File: src/rtl/mips_pkg.sv
// Shared encodings for the single-cycle MIPS-I subset core.
// Opcode/funct values, ALU operation enum and reset vector.
package mips_pkg;

  localparam logic [31:0] PC_RESET_DEFAULT = 32'h0000_0000;

  localparam logic [5:0] OP_RTYPE = 6'h00;
  localparam logic [5:0] OP_J     = 6'h02;
  localparam logic [5:0] OP_JAL   = 6'h03;
  localparam logic [5:0] OP_BEQ   = 6'h04;
  localparam logic [5:0] OP_BNE   = 6'h05;
  localparam logic [5:0] OP_ADDI  = 6'h08;
  localparam logic [5:0] OP_ADDIU = 6'h09;
  localparam logic [5:0] OP_SLTI  = 6'h0A;
  localparam logic [5:0] OP_SLTIU = 6'h0B;
  localparam logic [5:0] OP_ANDI  = 6'h0C;
  localparam logic [5:0] OP_ORI   = 6'h0D;
  localparam logic [5:0] OP_XORI  = 6'h0E;
  localparam logic [5:0] OP_LUI   = 6'h0F;
  localparam logic [5:0] OP_LW    = 6'h23;
  localparam logic [5:0] OP_SW    = 6'h2B;

  localparam logic [5:0] FN_SLL  = 6'h00;
  localparam logic [5:0] FN_SRL  = 6'h02;
  localparam logic [5:0] FN_SRA  = 6'h03;
  localparam logic [5:0] FN_JR   = 6'h08;
  localparam logic [5:0] FN_ADD  = 6'h20;
  localparam logic [5:0] FN_ADDU = 6'h21;
  localparam logic [5:0] FN_SUB  = 6'h22;
  localparam logic [5:0] FN_SUBU = 6'h23;
  localparam logic [5:0] FN_AND  = 6'h24;
  localparam logic [5:0] FN_OR   = 6'h25;
  localparam logic [5:0] FN_XOR  = 6'h26;
  localparam logic [5:0] FN_NOR  = 6'h27;
  localparam logic [5:0] FN_SLT  = 6'h2A;
  localparam logic [5:0] FN_SLTU = 6'h2B;

  typedef enum logic [3:0] {
    ALU_ADD,
    ALU_SUB,
    ALU_AND,
    ALU_OR,
    ALU_XOR,
    ALU_NOR,
    ALU_SLT,
    ALU_SLTU,
    ALU_SLL,
    ALU_SRL,
    ALU_SRA,
    ALU_LUI
  } alu_op_e;

  function automatic logic [31:0] sext16(input logic [15:0] v);
    return {{16{v[15]}}, v};
  endfunction

endpackage

File: src/rtl/mips_regfile.sv
// 32x32 register file: two async read ports, one write port.
// $0 is hardwired to zero; reads see the pre-edge value.
module mips_regfile
  import mips_pkg::*;
(
  input  logic        clk,
  input  logic        reset,
  input  logic        we,
  input  logic [4:0]  waddr,
  input  logic [31:0] wdata,
  input  logic [4:0]  raddr1,
  input  logic [4:0]  raddr2,
  output logic [31:0] rdata1,
  output logic [31:0] rdata2
);

  logic [31:0] regs_q [32];
  logic [31:0] regs_d [32];

  always_comb begin
    regs_d = regs_q;
    if (we && waddr != 5'd0) begin
      regs_d[waddr] = wdata;
    end
  end

  always_ff @(posedge clk) begin
    if (reset) begin
      regs_q <= '{default: '0};
    end else begin
      regs_q <= regs_d;
    end
  end

  assign rdata1 = (raddr1 == 5'd0) ? 32'd0 : regs_q[raddr1];
  assign rdata2 = (raddr2 == 5'd0) ? 32'd0 : regs_q[raddr2];

endmodule

File: src/rtl/mips_cpu_core.sv
// Single-cycle MIPS-I subset core: decode, ALU and next-PC inline,
// register file in mips_regfile, memories external.
module mips_cpu_core
  import mips_pkg::*;
#(
  parameter logic [31:0] PC_RESET   = PC_RESET_DEFAULT,
  parameter int          DMEM_IDX_W = 32
) (
  input  logic                  clock,
  input  logic                  reset,
  input  logic [31:0]           instr_in,
  output logic [31:0]           instr_sel,
  output logic [DMEM_IDX_W-1:0] ram_rnum,
  input  logic [31:0]           ram_rdata,
  output logic [DMEM_IDX_W-1:0] ram_wnum,
  output logic [31:0]           ram_wdata,
  output logic                  ram_write,
  output logic                  ram_clock
);

  logic [31:0] pc_q;
  logic [31:0] pc_d;

  logic [5:0]  op;
  logic [4:0]  rs;
  logic [4:0]  rt;
  logic [4:0]  rd;
  logic [4:0]  shamt;
  logic [5:0]  funct;
  logic [15:0] imm;
  logic [25:0] target;

  assign op     = instr_in[31:26];
  assign rs     = instr_in[25:21];
  assign rt     = instr_in[20:16];
  assign rd     = instr_in[15:11];
  assign shamt  = instr_in[10:6];
  assign funct  = instr_in[5:0];
  assign imm    = instr_in[15:0];
  assign target = instr_in[25:0];

  logic [31:0] imm_sext;
  logic [31:0] imm_zext;
  assign imm_sext = sext16(imm);
  assign imm_zext = {16'h0, imm};

  alu_op_e     alu_op;
  logic        use_imm;
  logic        use_zext;
  logic        rf_we;
  logic [4:0]  waddr;
  logic        wb_mem;
  logic        wb_link;
  logic        is_sw;
  logic        is_beq;
  logic        is_bne;
  logic        is_j;
  logic        is_jr;

  always_comb begin
    alu_op   = ALU_ADD;
    use_imm  = 1'b0;
    use_zext = 1'b0;
    rf_we    = 1'b0;
    waddr    = rt;
    wb_mem   = 1'b0;
    wb_link  = 1'b0;
    is_sw    = 1'b0;
    is_beq   = 1'b0;
    is_bne   = 1'b0;
    is_j     = 1'b0;
    is_jr    = 1'b0;
    unique case (op)
      OP_RTYPE: begin
        waddr = rd;
        rf_we = 1'b1;
        unique case (funct)
          FN_ADD, FN_ADDU: alu_op = ALU_ADD;
          FN_SUB, FN_SUBU: alu_op = ALU_SUB;
          FN_AND:  alu_op = ALU_AND;
          FN_OR:   alu_op = ALU_OR;
          FN_XOR:  alu_op = ALU_XOR;
          FN_NOR:  alu_op = ALU_NOR;
          FN_SLT:  alu_op = ALU_SLT;
          FN_SLTU: alu_op = ALU_SLTU;
          FN_SLL:  alu_op = ALU_SLL;
          FN_SRL:  alu_op = ALU_SRL;
          FN_SRA:  alu_op = ALU_SRA;
          FN_JR: begin
            rf_we = 1'b0;
            is_jr = 1'b1;
          end
          default: rf_we = 1'b0;
        endcase
      end
      OP_ADDI, OP_ADDIU: begin
        rf_we   = 1'b1;
        use_imm = 1'b1;
      end
      OP_SLTI: begin
        rf_we   = 1'b1;
        use_imm = 1'b1;
        alu_op  = ALU_SLT;
      end
      OP_SLTIU: begin
        rf_we   = 1'b1;
        use_imm = 1'b1;
        alu_op  = ALU_SLTU;
      end
      OP_ANDI, OP_ORI, OP_XORI: begin
        rf_we    = 1'b1;
        use_imm  = 1'b1;
        use_zext = 1'b1;
        alu_op   = (op == OP_ANDI) ? ALU_AND :
                   (op == OP_ORI)  ? ALU_OR  : ALU_XOR;
      end
      OP_LUI: begin
        rf_we  = 1'b1;
        alu_op = ALU_LUI;
      end
      OP_LW: begin
        rf_we  = 1'b1;
        wb_mem = 1'b1;
      end
      OP_SW:  is_sw  = 1'b1;
      OP_BEQ: is_beq = 1'b1;
      OP_BNE: is_bne = 1'b1;
      OP_J:   is_j   = 1'b1;
      OP_JAL: begin
        is_j    = 1'b1;
        wb_link = 1'b1;
        rf_we   = 1'b1;
        waddr   = 5'd31;
      end
      default: ;
    endcase
  end

  logic [31:0] rs_val;
  logic [31:0] rt_val;
  logic [31:0] alu_b;
  logic [31:0] alu_res;
  logic [31:0] rf_wdata;
  logic        rf_wen;
  logic [31:0] pc_plus4;

  always_comb begin
    alu_b   = use_imm ? (use_zext ? imm_zext : imm_sext) : rt_val;
    alu_res = rs_val + alu_b;
    unique case (alu_op)
      ALU_ADD:  alu_res = rs_val + alu_b;
      ALU_SUB:  alu_res = rs_val - alu_b;
      ALU_AND:  alu_res = rs_val & alu_b;
      ALU_OR:   alu_res = rs_val | alu_b;
      ALU_XOR:  alu_res = rs_val ^ alu_b;
      ALU_NOR:  alu_res = ~(rs_val | alu_b);
      ALU_SLT:  alu_res = {31'd0, $signed(rs_val) < $signed(alu_b)};
      ALU_SLTU: alu_res = {31'd0, rs_val < alu_b};
      ALU_SLL:  alu_res = alu_b << shamt;
      ALU_SRL:  alu_res = alu_b >> shamt;
      ALU_SRA:  alu_res = $unsigned($signed(alu_b) >>> shamt);
      ALU_LUI:  alu_res = {imm, 16'h0};
      default:  ;
    endcase
  end

  // Reset gates both architectural side effects on the reset edge.
  assign rf_wen   = rf_we & ~reset;
  assign rf_wdata = wb_mem  ? ram_rdata :
                    wb_link ? pc_plus4  : alu_res;

  mips_regfile u_regfile (
    .clk    (clock),
    .reset  (reset),
    .we     (rf_wen),
    .waddr  (waddr),
    .wdata  (rf_wdata),
    .raddr1 (rs),
    .raddr2 (rt),
    .rdata1 (rs_val),
    .rdata2 (rt_val)
  );

  logic [31:0] ea;
  logic [31:0] br_tgt;
  logic [31:0] jmp_tgt;
  logic        rs_eq_rt;

  assign ea       = rs_val + imm_sext;
  assign pc_plus4 = pc_q + 32'd4;
  assign br_tgt   = pc_plus4 + (imm_sext << 2);
  assign jmp_tgt  = {pc_plus4[31:28], target, 2'b00};
  assign rs_eq_rt = (rs_val == rt_val);

  always_comb begin
    pc_d = pc_plus4;
    unique case (1'b1)
      is_jr: pc_d = rs_val;
      is_j:  pc_d = jmp_tgt;
      (is_beq && rs_eq_rt) || (is_bne && !rs_eq_rt): pc_d = br_tgt;
      default: ;
    endcase
  end

  always_ff @(posedge clock) begin
    if (reset) begin
      pc_q <= PC_RESET;
    end else begin
      pc_q <= pc_d;
    end
  end

  assign instr_sel = pc_q;
  assign ram_rnum  = DMEM_IDX_W'(ea >> 2);
  assign ram_wnum  = DMEM_IDX_W'(ea >> 2);
  assign ram_wdata = rt_val;
  assign ram_write = is_sw & ~reset;
  assign ram_clock = clock;

endmodule

File: config.mk
export PLATFORM = sky130hd
export DESIGN_NAME = mips_cpu_core
export DESIGN_NICKNAME = d
export VERILOG_FILES = /design/src/rtl/mips_pkg.sv /design/src/rtl/mips_regfile.sv /design/src/rtl/mips_cpu_core.sv
export SDC_FILE = /design/constraint.sdc
export NUM_CORES = 2
export LEC_CHECK = 0
export ABC_CLOCK_PERIOD_IN_PS = 9600
export BUFFER_PORTS_ARGS = -buffer_cell sky130_fd_sc_hd__buf_2
export CAP_MARGIN = 20
export CORE_ASPECT_RATIO = 1.5
export CORE_UTILIZATION = 69
export DETAILED_ROUTE_END_ITERATION = 7
export GPL_ROUTABILITY_DRIVEN = 0
export PLACE_DENSITY = 0.87
export SYNTH_ARGS = -nofsm -noshare
export SYNTH_HDL_FRONTEND = slang
export SYNTH_SLANG_ARGS = --single-unit
export TNS_END_PERCENT = 20
File: constraint.sdc
create_clock -name clock -period 9.6 [get_ports clock]
set_input_delay 0.96 -clock clock [delete_from_list [all_inputs] [get_ports clock]]
set_output_delay 0.96 -clock clock [all_outputs]
set_load 0.1 [all_outputs]
==> flow_metrics.env, run 1 <==
export IMPL_outcome="did not finish"
export IMPL_stop_stage="global routing (5_1_grt)"
export IMPL_firstError="[ERROR GRT-0116] Global routing finished with congestion. Check the congestion regions in the DRC Viewer."
export IMPL_ys_flop_type="dfxtp_1"
export IMPL_rows=142
export IMPL_ys_ff_latch=1056
export IMPL_synth_top_cell_by_area="dfxtp_1"
export IMPL_grt_max_degree=146
export IMPL_grt_usage_pct=74.9
export IMPL_ys_warn_count=0
export IMPL_grt_pass1_vias=76900
export IMPL_die_h_um=391
export IMPL_grt_pass1_wl_mm=555
export IMPL_dp_hpwl_mm=219
export IMPL_synthArstFlopShare_pct=0
export IMPL_io_pins=196
export IMPL_io_buffers=191
export IMPL_synthCells=8151
export IMPL_syn_area_per_cell_um2=8.55
export IMPL_start_util_pct=69.7
export IMPL_dieWidth_um=261
export IMPL_ctsHoldBuffers=0
export IMPL_synth_cell_types=116
export IMPL_postCtsResizedCells=0
export IMPL_syn_area_um2=69700
export IMPL_yosysTopAreaCellShare_pct=30.3
export IMPL_synth_area_leaders="dfxtp_1 30%, mux4_2 11%, mux2i_1 6.2%"
export IMPL_synth_edff_count=0
export IMPL_grt_ovfl_total=495
export IMPL_postCtsSetupRepairBufs=0
export IMPL_ys_seq_area_share_pct=30.3
[metrics by stage]
step / std cells / setup slack, ps / cell area (um2) / hold WS (ps) / utilization [%]
after detailed placement: 9043 / 1160 / 70900 / 458 / 70.9
after floorplan: 8154 / 1070 / 69700 / 437 / -
after global placement: 9038 / 1240 / 70800 / 448 / 70.8
after CTS: 9230 / 1210 / 74400 / 469 / 74.4
[synthesized netlist by cell type (24+ instances only)]
cell	number
dfxtp_1	1056
nand2_1	912
a21oi_1	602
nor2_1	587
o21ai_0	582
clkbuf_1	564
mux2i_1	431
nand3b_1	389
mux4_2	335
a211oi_1	316
inv_1	176
a22oi_1	175
ha_1	156
nand3_1	112
buf_2	95
xnor2_1	95
nor3_1	93
a31oi_1	86
buf_4	85
buf_1	75
nor2b_1	65
a221oi_1	63
o22ai_1	61
o211ai_1	59
and3_1	55
o31ai_1	55
o21a_1	53
and2_1	52
o21ai_1	45
a21o_1	44
a211o_1	42
nand2b_1	37
buf_6	36
nand4_1	36
o221ai_1	36
mux2_2	33
xor2_1	33
a22o_1	28
nor4_1	28
a311oi_2	27
o21bai_1	24
[cell families after synthesis]
| group | count (synthesis) | share of synthesized area (%) |
|---|---|---|
| fa+ha+maj | 159 | 2.89 |
| buf+inv | 1042 | 6.73 |
| flops | 1056 | 30.3 |
| other cells | 1 | 0.00538 |
| simple gates | 2453 | 17.2 |
| mux | 802 | 17.6 |
| xor+xnor | 129 | 1.63 |
| compound gates | 2509 | 23.5 |
[routing by layer]
metal	GRT overflow	global-route usage [%]
met5	2	41.6
met4	205	73.1
met3	19	63.2
met2	250	89.3
met1	19	73.6
==> inputs of run 2 (changes only) <==
--- a/config.mk
+++ b/config.mk
@@ -8,11 +8,10 @@
 export ABC_CLOCK_PERIOD_IN_PS = 9600
 export BUFFER_PORTS_ARGS = -buffer_cell sky130_fd_sc_hd__buf_2
 export CAP_MARGIN = 20
-export CORE_ASPECT_RATIO = 1.5
-export CORE_UTILIZATION = 69
+export CORE_UTILIZATION = 40
 export DETAILED_ROUTE_END_ITERATION = 7
 export GPL_ROUTABILITY_DRIVEN = 0
-export PLACE_DENSITY = 0.87
+export PLACE_DENSITY_LB_ADDON = 0.15
 export SYNTH_ARGS = -nofsm -noshare
 export SYNTH_HDL_FRONTEND = slang
 export SYNTH_SLANG_ARGS = --single-unit
==> flow_metrics.env, run 2 <==
export IMPL_outcome="finished, violations left"
export IMPL_violations="design-rule violations"
export IMPL_n_fill_cell=17000
export IMPL_synth_area_leaders="dfxtp_1 30%, mux4_2 11%, mux2i_1 6.2%"
export IMPL_r2r_cells=18
export IMPL_grt_max_degree=117
export IMPL_arrival_ps=9830
export IMPL_irDropWorstVdd_uv=223
export IMPL_dieWidth_um=419
export IMPL_slew_viol_final=0
export IMPL_path_cells="buf_6 > buf_4 > buf_4 > mux2i_1 > a21oi_1 > nand3_1 > nand4_1 > a22o_1 > ha_1 > nor2_1 > a211oi_1 > o41ai_1 > buf_4 > a211oi_1 > a211oi_1 > o2111a_1 > nor4_1 > a311oi_1 > a21oi_2 > buf_4 > a211oi_1"
export IMPL_rsz0062_at_grt="no"
export IMPL_area_delta_synth_final_pct=10.1
export IMPL_grt_ovfl_total=0
export IMPL_synth_edff_count=0
export IMPL_tightest_slew_ps=1340
export IMPL_grt_pass1_vias=64400
export IMPL_final_cell_mix="1,056 x dfxtp_1, 885 x nand2_1, 600 x a21oi_1"
export IMPL_timing_hold_violations_final=0
export IMPL_path_max_fanout=48
export IMPL_worstSkewPairLatency_ps=920
export IMPL_drt_vias_per_instance=6.88
export IMPL_leakage_uw=0.0270
export IMPL_firstDrtPassIters=8
export IMPL_ctsHoldBuffers=0
export IMPL_synth_commonest_cells="1,056 x dfxtp_1, 912 x nand2_1, 602 x a21oi_1"
export IMPL_syn_area_per_cell_um2=8.55
export IMPL_regMostFlops="u_regfile.regs_q"
export IMPL_finalCriticalPeriod_ps=9090
export IMPL_slew_headroom_pct=10.8
export IMPL_postCtsSetupRepairBufs=0
export IMPL_worst_hold_path_type="flop to flop"
export IMPL_finalSetupViolations=0
export IMPL_fin_util_pct=44.5
export IMPL_synth_cell_types=116
export IMPL_layout_commonest_cell="dfxtp_1"
export IMPL_ys_warn_count=0
export IMPL_postCtsResizedCells=0
export IMPL_io_buffers=191
export IMPL_rows=152
export IMPL_dp_hpwl_mm=238
export IMPL_io_pins=196
export IMPL_critPathSlowestCell="mux2i_1"
export IMPL_slowest_delay_ps=910
export IMPL_syn_area_um2=69700
export IMPL_critPathLaunchType="input pin"
export IMPL_coreArea_um2=172000
export IMPL_yosysTopAreaCellShare_pct=30.3
export IMPL_dr_first_iter_drc_count=12300
export IMPL_drtAntennaViolNets=0
export IMPL_vias=71200
export IMPL_die_h_um=419
export IMPL_grt_usage_pct=38.5
export IMPL_end_kind="flop"
export IMPL_ys_ff_latch=1056
export IMPL_ys_flop_type="dfxtp_1"
export IMPL_route_detailed_drc=7
export IMPL_start_util_pct=40.4
export IMPL_fin_skew_ps=70.4
export IMPL_tns_ps=0
export IMPL_antenna_found_initial=28
export IMPL_largest_reg_flops=1024
export IMPL_period_share_pct=94.7
export IMPL_drv_cap=0
export IMPL_synth_most_common_cell="dfxtp_1"
export IMPL_cts_tree="yes"
export IMPL_synthArstFlopShare_pct=0
export IMPL_p_per_area_nw_per_um2=160
export IMPL_synth_top_cell_by_area="dfxtp_1"
export IMPL_wire_per_inst_um=33.9
export IMPL_die_area_um2=176000
export IMPL_synthCells=8151
export IMPL_worstPathRequired_ps=10340
export IMPL_final_layout_size_suffix_gt1_share_pct=15.5
export IMPL_min_path_cells=2
export IMPL_max_freq_mhz=110
export IMPL_num_nets_final=8146
export IMPL_drt_wl_total_mm=350
export IMPL_critPathKind="input pin to flop"
export IMPL_ys_seq_area_share_pct=30.3
export IMPL_clkTransAtPathRegs_ps=60
export IMPL_grt_pass1_wl_mm=491
[run 2: cell families after synthesis]
family	share of synthesized area, %
compound gates	23.5
xor+xnor	1.63
fa+ha+maj	2.89
buf+inv	6.73
flops	30.3
mux	17.6
other cells	0.00538
simple gates	17.2
[run 2: final timing paths]
kind	from	end	slack (ps)
worst max register to register	u_regfile.regs_q[297]	u_regfile.regs_q[122]	2110
worst min register to register	u_regfile.regs_q[309]	u_regfile.regs_q[309]	470
worst min-delay path	u_regfile.regs_q[309]	u_regfile.regs_q[309]	470
worst max-delay path	instr_in[18]	u_regfile.regs_q[122]	510
[run 2: layer usage]
metal  share of wire, %  up-vias  track usage (%)
met4                8.1       24             26.2
met5              0.098        -            0.445
li1                   -    29700                -
met1                 37    34400             48.4
met3                 14     1400             13.7
met2                 41     5566             54.7
[run 2: through the flow]
step                      cells  power, uW  worst slack (ps)  hold slack (ps)  instance area [um2]
after floorplan            8154       6540              1070              437                69700
after CTS                 10300      12200               898              468                76500
after global placement    10100       7510               310              450                72600
after global routing      10300      12500               678              482                76700
final                     10300      12300               513              468                76700
after detailed placement  10100       7510               314              459                72600
[run 2: report_power, final]
part,internal (uW),switching [uW]
clock network,2660,2080
logic,737,2410
registers,4400,16.8
[run 2: cell type report]
type	instances	area (um2)	area share (%)
Multi-Input combinational cell	6056	44400	57.8
Sequential cell	1056	21100	27.6
Timing Repair Buffer	506	3650	4.75
Clock buffer	166	3370	4.39
Tap cell	2310	2890	3.77
Inverter	181	681	0.887
Clock inverter	46	548	0.714
Antenna cell	28	70.1	0.0913
[run 2: critical path: cells and delay by family]
family          cells  cell delay, ps
compound gates     10            3640
fa+ha+maj           1             630
buf+inv             5            2240
mux                 1             910
simple gates        4            1240
Note: power is estimated with default switching activity, not from simulation.
